### src/rtl/pc_redirect_unit_if.sv
// Bundle between the EX stage / hazard logic and the PC redirect unit.
// The pipeline side drives EX operands and reads fetch control back.
interface pc_redirect_unit_if #(
    parameter int CNT_W = 16
);
    logic              stall;
    logic              ex_valid;
    logic [1:0]        ex_ctrl_transfer;
    logic [2:0]        ex_funct3;
    logic [31:0]       ex_pc;
    logic [31:0]       ex_imm;
    logic [31:0]       ex_rs1;
    logic [31:0]       ex_rs2;
    logic [31:0]       pc;
    logic [31:0]       pc_plus4;
    logic              flush;
    logic              halted;
    logic [31:0]       err_pc;
    logic [CNT_W-1:0]  branch_cnt;
    logic [CNT_W-1:0]  taken_cnt;

    modport master (
        output stall, ex_valid, ex_ctrl_transfer, ex_funct3,
               ex_pc, ex_imm, ex_rs1, ex_rs2,
        input  pc, pc_plus4, flush, halted, err_pc, branch_cnt, taken_cnt
    );

    modport slave (
        input  stall, ex_valid, ex_ctrl_transfer, ex_funct3,
               ex_pc, ex_imm, ex_rs1, ex_rs2,
        output pc, pc_plus4, flush, halted, err_pc, branch_cnt, taken_cnt
    );
endinterface

### src/rtl/pc_redirect_unit.sv
// Program counter owner: resolves EX-stage branches/jumps, redirects fetch,
// flushes the two younger stages and halts on a misaligned target.
module pc_redirect_unit #(
    parameter logic [31:0] RESET_PC = 32'h0000_0000,
    parameter int          CNT_W    = 16
) (
    input  logic              clk,
    input  logic              reset,
    pc_redirect_unit_if.slave bus
);
    typedef enum logic {
        S_RUN  = 1'b0,
        S_HALT = 1'b1
    } state_t;

    localparam logic [1:0] CT_BR   = 2'b01;
    localparam logic [1:0] CT_JAL  = 2'b10;
    localparam logic [1:0] CT_JALR = 2'b11;

    state_t            r_state;
    logic [31:0]       r_pc;
    logic [31:0]       r_err_pc;
    logic              r_halted;
    logic [CNT_W-1:0]  r_branch_cnt;
    logic [CNT_W-1:0]  r_taken_cnt;

    logic              w_active;
    logic              w_is_br;
    logic              w_is_jump;
    logic              w_cond;
    logic [31:0]       w_br_tgt;
    logic [31:0]       w_jalr_sum;
    logic [31:0]       w_target;
    logic              w_take;
    logic              w_misaligned;
    logic              w_redirect;

    assign w_active  = bus.ex_valid && (r_state == S_RUN);
    assign w_is_br   = (bus.ex_ctrl_transfer == CT_BR);
    assign w_is_jump = (bus.ex_ctrl_transfer == CT_JAL) || (bus.ex_ctrl_transfer == CT_JALR);

    always_comb begin
        w_cond = 1'b0;
        case (bus.ex_funct3)
            3'b000:  w_cond = (bus.ex_rs1 == bus.ex_rs2);
            3'b001:  w_cond = (bus.ex_rs1 != bus.ex_rs2);
            3'b100:  w_cond = ($signed(bus.ex_rs1) <  $signed(bus.ex_rs2));
            3'b101:  w_cond = ($signed(bus.ex_rs1) >= $signed(bus.ex_rs2));
            3'b110:  w_cond = (bus.ex_rs1 <  bus.ex_rs2);
            3'b111:  w_cond = (bus.ex_rs1 >= bus.ex_rs2);
            default: w_cond = 1'b0;
        endcase
    end

    assign w_br_tgt   = bus.ex_pc + bus.ex_imm;
    assign w_jalr_sum = bus.ex_rs1 + bus.ex_imm;
    assign w_target   = (bus.ex_ctrl_transfer == CT_JALR) ? {w_jalr_sum[31:1], 1'b0} : w_br_tgt;

    assign w_take       = w_active && (w_is_jump || (w_is_br && w_cond));
    assign w_misaligned = w_take && w_target[1];
    assign w_redirect   = w_take && !w_target[1];

    // Misaligned targets flush too, so the bad path never reaches EX.
    assign bus.flush      = !reset && ((r_state == S_HALT) || w_take);
    assign bus.pc         = r_pc;
    assign bus.pc_plus4   = r_pc + 32'd4;
    assign bus.halted     = r_halted;
    assign bus.err_pc     = r_err_pc;
    assign bus.branch_cnt = r_branch_cnt;
    assign bus.taken_cnt  = r_taken_cnt;

    always_ff @(posedge clk) begin
        if (reset) begin
            r_state      <= S_RUN;
            r_pc         <= RESET_PC;
            r_err_pc     <= 32'd0;
            r_halted     <= 1'b0;
            r_branch_cnt <= '0;
            r_taken_cnt  <= '0;
        end else begin
            case (r_state)
                S_RUN: begin
                    if (w_active && w_is_br && (r_branch_cnt != '1))
                        r_branch_cnt <= r_branch_cnt + 1'b1;
                    if (w_misaligned) begin
                        r_state  <= S_HALT;
                        r_halted <= 1'b1;
                        r_err_pc <= bus.ex_pc;
                    end else if (w_redirect) begin
                        r_pc <= w_target;
                        if (r_taken_cnt != '1)
                            r_taken_cnt <= r_taken_cnt + 1'b1;
                    end else if (!bus.stall) begin
                        r_pc <= r_pc + 32'd4;
                    end
                end
                S_HALT: begin
                    r_halted <= 1'b1;
                end
                default: begin
                    r_state <= S_HALT;
                end
            endcase
        end
    end
endmodule

### src/flat_wrapper.sv
// flat-port wrapper written by rule: the top's interface ports become plain ports
module pc_redirect_unit_flat 
#(
    parameter logic [31:0] RESET_PC = 32'h0000_0000,
    parameter int          CNT_W    = 16
)
  (clk, reset, bus_stall, bus_ex_valid, bus_ex_ctrl_transfer, bus_ex_funct3, bus_ex_pc, bus_ex_imm, bus_ex_rs1, bus_ex_rs2, bus_pc, bus_pc_plus4, bus_flush, bus_halted, bus_err_pc, bus_branch_cnt, bus_taken_cnt);
  pc_redirect_unit_if #(.CNT_W(CNT_W)) bus_i ();
  input  logic clk;
  input  logic reset;
  input wire logic [$bits(bus_i.stall)-1:0] bus_stall;
  input wire logic [$bits(bus_i.ex_valid)-1:0] bus_ex_valid;
  input wire logic [$bits(bus_i.ex_ctrl_transfer)-1:0] bus_ex_ctrl_transfer;
  input wire logic [$bits(bus_i.ex_funct3)-1:0] bus_ex_funct3;
  input wire logic [$bits(bus_i.ex_pc)-1:0] bus_ex_pc;
  input wire logic [$bits(bus_i.ex_imm)-1:0] bus_ex_imm;
  input wire logic [$bits(bus_i.ex_rs1)-1:0] bus_ex_rs1;
  input wire logic [$bits(bus_i.ex_rs2)-1:0] bus_ex_rs2;
  output wire logic [$bits(bus_i.pc)-1:0] bus_pc;
  output wire logic [$bits(bus_i.pc_plus4)-1:0] bus_pc_plus4;
  output wire logic [$bits(bus_i.flush)-1:0] bus_flush;
  output wire logic [$bits(bus_i.halted)-1:0] bus_halted;
  output wire logic [$bits(bus_i.err_pc)-1:0] bus_err_pc;
  output wire logic [$bits(bus_i.branch_cnt)-1:0] bus_branch_cnt;
  output wire logic [$bits(bus_i.taken_cnt)-1:0] bus_taken_cnt;
  assign bus_i.stall = bus_stall;
  assign bus_i.ex_valid = bus_ex_valid;
  assign bus_i.ex_ctrl_transfer = bus_ex_ctrl_transfer;
  assign bus_i.ex_funct3 = bus_ex_funct3;
  assign bus_i.ex_pc = bus_ex_pc;
  assign bus_i.ex_imm = bus_ex_imm;
  assign bus_i.ex_rs1 = bus_ex_rs1;
  assign bus_i.ex_rs2 = bus_ex_rs2;
  assign bus_pc = bus_i.pc;
  assign bus_pc_plus4 = bus_i.pc_plus4;
  assign bus_flush = bus_i.flush;
  assign bus_halted = bus_i.halted;
  assign bus_err_pc = bus_i.err_pc;
  assign bus_branch_cnt = bus_i.branch_cnt;
  assign bus_taken_cnt = bus_i.taken_cnt;
  pc_redirect_unit #(.RESET_PC(RESET_PC), .CNT_W(CNT_W)) u_core (.clk(clk), .reset(reset), .bus(bus_i));
endmodule
### config.mk
export PLATFORM = sky130hd
export DESIGN_NAME = pc_redirect_unit_flat
export DESIGN_NICKNAME = d
export VERILOG_FILES = /design/src/rtl/pc_redirect_unit_if.sv /design/src/rtl/pc_redirect_unit.sv /design/src/flat_wrapper.sv
export SDC_FILE = /design/constraint.sdc
export NUM_CORES = 1
export LEC_CHECK = 0
export ABC_AREA = 1
export BUFFER_PORTS_ARGS = -buffer_cell sky130_fd_sc_hd__buf_2
export CAP_MARGIN = 20
export CORE_MARGIN = 8
export CORE_UTILIZATION = 55
export CTS_CLUSTER_DIAMETER = 30
export DETAILED_ROUTE_END_ITERATION = 8
export PLACE_DENSITY = 0.85
export SLEW_MARGIN = 5
export SYNTH_ARGS = -nofsm -noshare
export SYNTH_HDL_FRONTEND = slang
export SYNTH_SLANG_ARGS = --single-unit
### constraint.sdc
create_clock -name clk -period 7.34 [get_ports clk]
set_clock_uncertainty 0.1 [all_clocks]
set_input_delay 2.202 -clock clk [delete_from_list [all_inputs] [get_ports clk]]
set_output_delay 2.202 -clock clk [all_outputs]
set_load 0.005 [all_outputs]
==> summary.json <==
{
  "fp.coreArea_sq_um": 17900,
  "power_density_nw_per_um2": 157,
  "post_synth_and_or_nand_nor_area_fraction_pct": 32.3,
  "final-seq-area_sq_um": 1960,
  "fp.dieH_microns": 151,
  "finalHoldViolations": 0,
  "multi_input_area_sq_um": 6930,
  "timing.final.crit_share_pct": 92.9,
  "synth_compound_gate_area_share_pct": 19.7,
  "drt_first_pass_iters": 5,
  "power.total_w": 0.00185,
  "worst-path-max-fanout": 13,
  "synthAdderAreaFrac_pct": 12.4,
  "antenna-diode-count": 0,
  "hpwlAfterDp_microns": 28300,
  "ff2ff_path_depth": 11,
  "synth.area.mux_share_pct": 0,
  "setup.worst_path.end_class": "output pin",
  "synth_fp_nets": 1876,
  "syn2layout_area_growth_pct": 17.8,
  "largest_family_of_logic_cells_by_synthesized_area": "simple AND/OR/NAND/NOR gates",
  "worst_setup_hold_path_clk_slew_ns": 0.08,
  "cts_tree": "built",
  "worst_hold_path_type": "flip-flop to flip-flop",
  "postLayoutCoreUtil_pct": 65.7,
  "layout.nets": 2118,
  "die-area_sq_um": 22700,
  "detail_route.wirelength.met1_microns": 14700,
  "route.vias.total": 11800,
  "tightest_slew_ns": 0.977,
  "syn-instance-count": 1641,
  "drv_cap": 0,
  "boundaryPins": 267,
  "synth.yosys.warnings": 0,
  "fmax_mhz": 147,
  "worst_setup_path_start_kind": "input pin",
  "highest_layer": "met4",
  "root_buffer": "sky130_fd_sc_hd__clkbuf_16",
  "start_util_pct": 55.8,
  "hold-path-cell-count": 2,
  "viasPerCell": 5.58,
  "cts.sinks": 98,
  "synth_xor_area_share_pct": 4.99,
  "htree_levels": 3,
  "finalWirelength_microns": 34800,
  "p_leak_nw": 6.03,
  "die_width_microns": 151,
  "portBuffers": 266,
  "met3_wirelength_microns": 2910,
  "grt_start_max_net_pins": 67,
  "clockBufferDepth": 2,
  "timing_max_transition_violations_final": 0,
  "first_global_vias": 11100,
  "ys_types": 48,
  "ir_worst_vdd_mv": 0.116,
  "ant_nets": 0,
  "remaining_global_route_overflow": 0,
  "clock_insertion_delay_worst_skew_ns": 0.36,
  "outcome": "completed",
  "syn-mean-instance-area_sq_um": 6.08,
  "finalSetupViolCount": 0,
  "antenna_found_initial": 0,
  "rows": 49,
  "rsz0062_at_grt": "no",
  "fillers": 1723,
  "fin_setup_tns_ns": 0,
  "globalplace.congestion": 0.958,
  "period_minus_slack_ns": 6.82,
  "ys_seq_area_share_pct": 19.7,
  "grt_first_pass_wirelength_microns": 54400,
  "detail_route.iter0.violations": 898,
  "critPathKind": "input pin to output pin",
  "worstPathRequired_ns": 5.04,
  "synth.ff_latch_count": 98,
  "cts_hold_buf": 0,
  "cts_buf_count": 9,
  "slew_headroom_pct": 34.8,
  "detailroute.wirelength.met2_microns": 16000,
  "route.detailed.drc": 0,
  "grtUsageTotal_pct": 29.5,
  "layout.cells.most_common_list": "sky130_fd_sc_hd__nand2_1, sky130_fd_sc_hd__buf_2, sky130_fd_sc_hd__inv_1",
  "final_layout_size_suffix_gt1_share_pct": 16.8,
  "worst_ep_arrival_time_ns": 4.51,
  "avgRoutedWirePerCell_microns": 16.4,
  "synth.cell_area_sq_um": 9980,
  "postCtsSetupBuffers": 0,
  "cts_resized": 0,
  "final_common_cell": "sky130_fd_sc_hd__nand2_1"
}
[critical path: stages]
cell                      delay (ns)
sky130_fd_sc_hd__buf_2          0.11
sky130_fd_sc_hd__ha_1           0.30
sky130_fd_sc_hd__nand2_1        0.07
sky130_fd_sc_hd__nor2_1         0.14
sky130_fd_sc_hd__nand4_1        0.14
sky130_fd_sc_hd__nor2_1         0.29
sky130_fd_sc_hd__nand2_1        0.17
sky130_fd_sc_hd__o21ai_1        0.14
sky130_fd_sc_hd__inv_1          0.05
sky130_fd_sc_hd__nand2_1        0.05
sky130_fd_sc_hd__nor2_1         0.04
sky130_fd_sc_hd__nand3_1        0.14
sky130_fd_sc_hd__nand2_2        0.09
sky130_fd_sc_hd__nand2_4        0.15
sky130_fd_sc_hd__nand2_1        0.09
sky130_fd_sc_hd__a21oi_1        0.19
sky130_fd_sc_hd__buf_2          0.15
[final timing paths]
path,startpoint,end,slack [ns]
worst max-delay path,bus_ex_rs1[7],bus_flush,0.52
worst min-delay path,u_core.bus.err_pc[11],u_core.bus.err_pc[11],0.34
worst max register to register,u_core.r_state,u_core.bus.branch_cnt[15],4.55
worst min register to register,u_core.bus.err_pc[11],u_core.bus.err_pc[11],0.34
[power by group]
group | switching, W | leakage (nW) | internal, W | total [W]
clock | 0.000255 | 0.157 | 0.000276 | 0.000531
combinational | 0.000456 | 5.07 | 0.000262 | 0.000717
sequential | 0.0000333 | 0.799 | 0.000568 | 0.000602
total | 0.000744 | 6.03 | 0.00111 | 0.00185
[area by class of cell]
cell class | instances | share of cell area (%)
clock buffers | 9 | 1.92
clock inverters | 7 | 0.809
inverters | 231 | 7.38
multi-input cells | 1270 | 59.0
flip-flops and latches | 98 | 16.7
well taps | 229 | 2.44
repair buffers | 273 | 11.8
[layer usage]
metal	vias to the layer above	global-route usage, %
met2	526	49.6
met5	-	0
met1	5299	37.1
li1	5901	-
met3	79	4.42
met4	0	12.0
[flip-flops by register name, summed over array words and instances (netlist names)]
name / flops
u_core.bus.err_pc: 32
u_core.bus.halted: 1
u_core.r_state: 1
u_core.bus.pc: 32
u_core.bus.branch_cnt: 16
u_core.bus.taken_cnt: 16
[metrics by stage]
| step | hold slack [ns] | cells | instance area, sq um | setup slack [ns] |
|---|---|---|---|---|
| floorplan | 0.340 | 1641 | 9980 | 1.28 |
| global placement | 0.328 | 2101 | 11400 | 0.582 |
| detailed placement | 0.332 | 2101 | 11400 | 0.561 |
| CTS | 0.344 | 2117 | 11800 | 0.548 |
| global route | 0.361 | 2117 | 11800 | 0.323 |
| finish | 0.345 | 2117 | 11800 | 0.524 |
[synth_stat cells, drive strengths merged]
cell type	count	share of area [%]
nor2	164	6.3
o21ai	135	6.8
a211oi	2	0.15
nand2	407	16
nand4	35	2.3
nor3	28	1.6
or2	2	0.13
a31oi	11	0.69
xnor2	18	1.7
inv	229	8.6
nand3	85	4.6
buf	23	1.5
o21a	13	0.98
o221ai	5	0.44
a21o	7	0.53
nor4	13	1.1
fa	2	0.40
clkinv	2	0.075
dfxtp	98	20
a21oi	189	9.5
clkbuf	19	0.71
xor2	38	3.3
o311ai	1	0.088
nand3b	4	0.30
nor3b	5	0.43
ha	96	12
a21boi	5	0.38
o31ai	1	0.075
o21bai	2	0.15
and3	2	0.13
[cells by family (layout without fill, tap and decap cells)]
logic type,Yosys count,after routing
simple gates,745,745
compound gates,371,371
buf+inv,273,520
fa+ha+maj,98,98
flops,98,98
xor+xnor,56,56
No activity file was read; power rests on OpenSTA's default activity.
